$ cat src/rtl/reg_share_pkg.sv
// rtl/reg_share_pkg.sv - shared types and default parameters for the register-share arbiter
package reg_share_pkg;

    typedef enum logic [1:0] {
        IDLE = 2'd0,
        DONE = 2'd1,
        HOLD = 2'd2
    } state_t;

    localparam int N_REQ_DEF    = 4;
    localparam int WIDTH_DEF    = 8;
    localparam int MAX_HOLD_DEF = 8;

endpackage

$ cat src/rtl/rr_pick.sv
// rtl/rr_pick.sv - combinational round-robin search starting at ptr, wrapping modulo N_REQ
module rr_pick
    import reg_share_pkg::*;
#(
    parameter int N_REQ = N_REQ_DEF,
    parameter int PTR_W = $clog2(N_REQ)
) (
    input  logic [N_REQ-1:0] req,
    input  logic [PTR_W-1:0] ptr,
    output logic [PTR_W-1:0] idx,
    output logic             found
);

    int               c;
    logic [PTR_W-1:0] cand;

    // Scan from the farthest offset down so the nearest hit to ptr wins.
    always_comb begin
        idx   = '0;
        found = 1'b0;
        c     = 0;
        cand  = '0;
        for (int k = N_REQ - 1; k >= 0; k--) begin
            c = int'(ptr) + k;
            if (c >= N_REQ) begin
                c = c - N_REQ;
            end
            cand = PTR_W'(c);
            if (req[cand]) begin
                idx   = cand;
                found = 1'b1;
            end
        end
    end

endmodule

$ cat src/rtl/reg_share_arb.sv
// rtl/reg_share_arb.sv - round-robin arbiter granting one requester write access to a shared register
module reg_share_arb
    import reg_share_pkg::*;
#(
    parameter int N_REQ    = N_REQ_DEF,
    parameter int WIDTH    = WIDTH_DEF,
    parameter int MAX_HOLD = MAX_HOLD_DEF
) (
    input  logic                   clk,
    input  logic                   rst,
    input  logic [N_REQ-1:0]       req,
    input  logic [N_REQ-1:0]       lock,
    input  logic [N_REQ*WIDTH-1:0] wdata,
    output logic [N_REQ-1:0]       gnt,
    output logic                   reg_en,
    output logic [WIDTH-1:0]       reg_d,
    output logic                   busy
);

    localparam int         PTR_W      = $clog2(N_REQ);
    localparam logic [7:0] MAX_HOLD_C = 8'(MAX_HOLD);

    state_t             state_q, state_d;
    logic [N_REQ-1:0]   gnt_q, gnt_d;
    logic               reg_en_q, reg_en_d;
    logic [WIDTH-1:0]   reg_d_q, reg_d_d;
    logic [PTR_W-1:0]   ptr_q, ptr_d;
    logic [7:0]         hold_cnt_q, hold_cnt_d;

    logic [PTR_W-1:0]   pick_idx;
    logic               pick_found;
    logic [PTR_W-1:0]   cur_idx;
    logic [WIDTH-1:0]   wdata_a [N_REQ];

    for (genvar i = 0; i < N_REQ; i++) begin : g_wdata
        assign wdata_a[i] = wdata[i*WIDTH +: WIDTH];
    end

    rr_pick #(.N_REQ(N_REQ), .PTR_W(PTR_W)) u_rr_pick (
        .req   (req),
        .ptr   (ptr_q),
        .idx   (pick_idx),
        .found (pick_found)
    );

    // The held grant is the burst owner, so its index is recovered from gnt.
    always_comb begin
        cur_idx = '0;
        for (int i = 0; i < N_REQ; i++) begin
            if (gnt_q[i]) begin
                cur_idx = PTR_W'(i);
            end
        end
    end

    always_comb begin
        state_d    = state_q;
        gnt_d      = gnt_q;
        reg_en_d   = 1'b0;
        reg_d_d    = reg_d_q;
        ptr_d      = ptr_q;
        hold_cnt_d = hold_cnt_q;
        case (state_q)
            IDLE: begin
                gnt_d = '0;
                if (pick_found) begin
                    gnt_d[pick_idx] = 1'b1;
                    reg_en_d        = 1'b1;
                    reg_d_d         = wdata_a[pick_idx];
                    ptr_d           = (pick_idx == PTR_W'(N_REQ - 1)) ? '0 : pick_idx + 1'b1;
                    hold_cnt_d      = '0;
                    state_d         = lock[pick_idx] ? HOLD : DONE;
                end
            end
            HOLD: begin
                if (req[cur_idx] && lock[cur_idx] && (hold_cnt_q < MAX_HOLD_C)) begin
                    reg_en_d   = 1'b1;
                    reg_d_d    = wdata_a[cur_idx];
                    hold_cnt_d = hold_cnt_q + 8'd1;
                end else begin
                    gnt_d   = '0;
                    state_d = IDLE;
                end
            end
            default: begin
                gnt_d   = '0;
                state_d = IDLE;
            end
        endcase
    end

    always_ff @(posedge clk or posedge rst) begin
        if (rst) begin
            state_q    <= IDLE;
            gnt_q      <= '0;
            reg_en_q   <= 1'b0;
            reg_d_q    <= '0;
            ptr_q      <= '0;
            hold_cnt_q <= '0;
        end else begin
            state_q    <= state_d;
            gnt_q      <= gnt_d;
            reg_en_q   <= reg_en_d;
            reg_d_q    <= reg_d_d;
            ptr_q      <= ptr_d;
            hold_cnt_q <= hold_cnt_d;
        end
    end

    assign gnt    = gnt_q;
    assign reg_en = reg_en_q;
    assign reg_d  = reg_d_q;
    assign busy   = (state_q != IDLE);

endmodule

$ cat config.mk
export PLATFORM = sky130hd
export DESIGN_NAME = reg_share_arb
export DESIGN_NICKNAME = d
export VERILOG_FILES = /design/src/rtl/reg_share_pkg.sv /design/src/rtl/rr_pick.sv /design/src/rtl/reg_share_arb.sv
export SDC_FILE = /design/constraint.sdc
export NUM_CORES = 1
export LEC_CHECK = 0
export CAP_MARGIN = 10
export CORE_ASPECT_RATIO = 1.1
export CORE_UTILIZATION = 29
export CTS_CLUSTER_DIAMETER = 30
export DETAILED_ROUTE_END_ITERATION = 6
export GPL_TIMING_DRIVEN = 1
export PLACE_DENSITY = 0.57
export SYNTH_ARGS = -nofsm -noshare
export SYNTH_HDL_FRONTEND = slang
export SYNTH_SLANG_ARGS = --single-unit
$ cat constraint.sdc
create_clock -name clk -period 4.1 [get_ports clk]
set_input_delay 0.82 -clock clk [delete_from_list [all_inputs] [get_ports clk]]
set_output_delay 0.82 -clock clk [all_outputs]
set_load 0.005 [all_outputs]
# Yosys cells after proc, flatten, opt, wreduce, memory -nomap -nowiden
# Cells that the tools add are included.
# word_totals
inputBits,42
ff_bits,25
output_inout_bits,14
# classes
bitwise_logic,2
eq_ne,5
n_addsub,9
order_cmp,14
n_reduce_logical,9
muxes,54
# ops
operator,count
2-to-1 mux 8 bit,8
binary-select mux 8 bit (select 2 bit),2
one-hot mux 8 bit (2 select lines),2
2-to-1 mux 2 bit,14
less-than comparator 2 x 3 -> 1 bit (second input constant),6
greater-or-equal comparator 3 bit (second input constant),5
2-to-1 mux 1 bit,15
binary-select mux 1 bit (select 2 bit),7
adder 8 x 1 -> 8 bit (second input constant),1
less-than comparator 8 x 4 -> 1 bit (second input constant),1
2-to-1 mux 4 bit,2
one-hot mux 4 bit (2 select lines),1
subtractor 2 x 1 -> 2 bit (second input constant),4
adder 2 x 2 -> 3 bit (second input constant),2
inequality test 2 bit (second input constant),3
NOT 2 -> 3 bit,2
equality test 2 bit (second input constant),2
one-hot mux 2 bit (2 select lines),1
AND reduction 2 bit,2
nonzero test 2 bit,2
adder 2 x 1 -> 3 bit (second input constant),1
greater-or-equal comparator 2 x 3 -> 1 bit (second input constant),1
logical AND 1 bit,3
AND reduction 3 bit,1
5 further kinds,5

# Depth between registers and ports, before layout
# logic_depth
ltp_word,15
depth_mapped,9
ltp_nobuf,7

# By module
# A second synthesis with hierarchy kept.
# hier_totals
cells_unflattened,164
hier_area_um2,1750.4
# by_module_without_submodules
mod,instances,seq_area_each_um2,cells_per_inst,area_each_um2
reg_share_arb,1,625.6,151,1672.9
rr_pick,1,0.0,13,77.6

# Worst setup path before layout
# Ideal clock, no wire load.
# synth_timing
kind,input port to flip-flop
startpoint,input port req[1]
endpoint,register reg_d_q[0] (netlist: reg_d[0])
setup_time_ns,0.129
arrival_time_ns,2.073
path_slack_ns,1.898
stages,8
required_time_ns,3.971
cell_sequence,nand2b_1 > a21oi_1 > o22a_1 > buf_6 > buf_12 > mux2_4 > a221oi_1 > a21oi_1
# synth_between
elab_chain_cells,12
elab_cells_between_ends,29
# synth_rtl
item,line,source
start: declaration,reg_share_arb.sv:11,"input logic [N_REQ-1:0] req,"
binary-select mux 1 bit (select 2 bit),rr_pick.sv:29,if (req[cand]) begin
2-to-1 mux 1 bit (not written as such),rr_pick.sv:29,
2-to-1 mux 2 bit (4 in a row),rr_pick.sv:29,
NOT 2 -> 3 bit (not written as such),reg_share_arb.sv:69,reg_d_d = wdata_a[pick_idx];
binary-select mux 8 bit (select 2 bit),reg_share_arb.sv:69,
2-to-1 mux 8 bit (not written as such) (2 in a row),reg_share_arb.sv:69,
2-to-1 mux 8 bit,reg_share_arb.sv:66,if (pick_found) begin
one-hot mux 8 bit (2 select lines),reg_share_arb.sv:63,case (state_q)
end signal: assignment,reg_share_arb.sv:104,reg_d_q <= reg_d_d;
end: declaration,reg_share_arb.sv:26,"logic [WIDTH-1:0] reg_d_q, reg_d_d;"
# Parallel ways exist; a longest one is shown, timed or not. The select of a mux whose other input is x is not followed.
# A chain may end at the register's enable or synchronous reset.

# Final worst setup path
# layout_timing
startpoint,input port req[1]
endpoint,register reg_d_q[7] (netlist: reg_d[7])
# Same word-level chain as after synthesis.

==> results.cfg <==
[status]
status = complete, no violations

[detailed_routing]
num_vias = 1570
drc = 0
vias_per_cell = 4.98
dr.pass1.iters = 4
wl_met1_mm = 2.24
wl_per_cell_um = 15.5
met2WireLength_mm = 2.33
wl_met3_um = 279
ant_nets = 0
routed.top_layer = met4
drtIter0Drc = 94
wirelength_mm = 4.87

[logic_synthesis]
syn_nets = 231
netlist_area_um2 = 1760
synth_edf_count = 0
synth_area_per_cell_um2 = 9.42
synth_cell_types = 44
synth_top_area_share_pct = 35.5
synth_top_area_cell = dfrtp_1
ys_async_sr_fraction_pct = 100
ys_ff_latch = 25
synth_ff_type = dfrtp_1
synth_area_leaders = dfrtp_1 (36%), mux2i_1 (8.5%), mux2_2 (8.3%), nor2_1 (4.7%), a21oi_1 (4.5%)
yosysMostFrequentCell = dfrtp_1
ys_seq_area_share_pct = 35.5
syn-instance-count = 187
yosysWarnings = 0
synthTopCellsByCount = dfrtp_1 (25), nor2_1 (22), a21oi_1 (16), nand2_1 (16)

[sta]
post-route-period-util_pct = 70.6
hold_viol = 0
rsz0062_at_grt = false
drv_slew = 0
fmax_mhz = 345
fin_tns_setup_ns = 0
skew_ns = 0.00369
setup-violations-final = 0
worst_pin_slew_ns = 0.984
fin_crit_ns = 2.90
holdWs_ns = 0.502
slew_headroom_pct = 34.4

[critical_path]
endpoint_kind = flip-flop
cp_cell_sequence = clkdlybuf4s50_1 -> nand2b_1 -> a21oi_1 -> o22a_1 -> buf_4 -> mux2_2 -> a21oi_1 -> o21ai_0
critPathMostFrequentCell = a21oi_1
max_stage_delay_ns = 0.51
critPathBufInv = 2
worst-path-max-fanout = 11
arrival_ns = 3.04
crit_path_start_kind = input port
path_delay_family = compound AO/OA/AOI/OAI gates
crit_slowest_cell = clkdlybuf4s50_1
path_class = in2reg
cp.required_ns = 4.25

[run]
drv_cap = 0

[clock_network]
cts_buffers = 3
root_buffer = clkbuf_8
cts_resized = 0
clock-sinks = 25
clk_latency_ns = 0.26
cts.path.max_buffers = 2
clkSlewWorstSetupHoldPaths_ns = 0.09
cts_tree = built
cts-htree-levels = 1
postCtsHoldBufs = 0
cts_setup_buffers = 0

[floorplanning]
num_rows = 29
die_w_um = 76.3
pin_count = 56
dieArea_um2 = 6390
coreArea_um2 = 5810
fp.dieH_um = 83.7
start_util_pct = 30.3

[global_route]
grt_pass1_vias = 1587
grt_pass1_wl_mm = 8.10
grt_overflow = 0
grt_start_max_net_pins = 26
antenna_found_initial = 0
grt_usage_pct = 15.9

[pwr]
p_per_area_nw_per_um2 = 606
power.leakage_nw = 0.968
vdd_drop_max_mv = 0.223

[layout]
drive_gt1_share_pct = 12.2
syn2layout_area_growth_pct = 35.7
final_cell_count_no_fill = 315
antenna_cells = 0
fin_nets = 283

[placed_design]
hpwl_mm = 3.58
io_buffers = 55
globalplace.congestion = 0.797
place_inst = 311

[hold_path]
hold_class = reg2reg
==> layout make-up <==
type	instances	area (um2)
multi-input combinational	147	1030
tap	77	96.3
timing repair buffer	57	566
fill	579	3410
sequential	25	626
clock buffer	4	45.0
inverter	5	23.8
==> power by group <==
group | total, W | internal, W | leakage [nW] | switching, W
combinational | 0.000844 | 0.000445 | 0.627 | 0.000399
sequential | 0.000460 | 0.000336 | 0.318 | 0.000125
clock | 0.000145 | 0.0000694 | 0.0228 | 0.0000752
total | 0.00145 | 0.000851 | 0.968 | 0.000599
==> kinds of logic (layout without fill, tap and decap cells) <==
kind of cell	Yosys count	after routing	synth area share [%]
AOI/OAI and AO/OA	52	52	21.0
adders and majority gates	2	2	1.42
DFF	25	25	35.5
muxes	31	31	19.4
buffers and inverters	15	66	5.75
and+or+nand+nor	61	61	16.5
xor gates and xnor gates	1	1	0.497
==> routing by layer <==
layer | GRT usage [%] | up-vias
met2 | 26.4 | 48
li1 | - | 773
met5 | 0 | -
met4 | 3.85 | 0
met1 | 21.0 | 747
met3 | 3.39 | 2
==> registers in the layout (all words and copies together), names as in the netlist <==
register	count
ptr_q	2
hold_cnt_q	8
gnt	4
state_q	2
reg_en	1
reg_d	8
==> cell usage in the layout (no fill, tap or decap), drive strengths merged, types with 5 or more instances in the layout <==
master          n
clkdlybuf4s50  55
nor2b           6
a221oi          5
mux2           16
a21oi          16
nand2          16
nor2           23
o21ai          15
mux2i          15
dfrtp          25
==> final timing paths <==
check                                           from                        end  slack, ns  cells after the start
hold / removal             hold_cnt_q[4]$_DFFE_PP0P_  hold_cnt_q[4]$_DFFE_PP0P_       0.50                      1
max in group asynchronous                        rst  hold_cnt_q[0]$_DFFE_PP0P_       2.42                      2
hold reg to reg            hold_cnt_q[4]$_DFFE_PP0P_  hold_cnt_q[4]$_DFFE_PP0P_       0.50                      1
setup reg to reg                ptr_q[0]$_DFFE_PP0P_       reg_d[7]$_DFFE_PP0P_       1.91                      7
setup / recovery                              req[1]       reg_d[7]$_DFFE_PP0P_       1.20                      8
min in group asynchronous                        rst           reg_en$_DFF_PP0_       1.08                      2
==> through the flow <==
step	setup slack (ns)	utilization (%)	total power (W)	instance area (um2)
floorplan	1.90	-	0.00103	1760
global placement	0.926	40.4	0.00131	2350
detailed placement	0.924	40.4	0.00132	2350
CTS	1.21	41.2	0.00147	2390
global route	1.04	41.2	0.00158	2390
finish	1.20	41.2	0.00145	2390
Power figures use the tool's default switching activity.
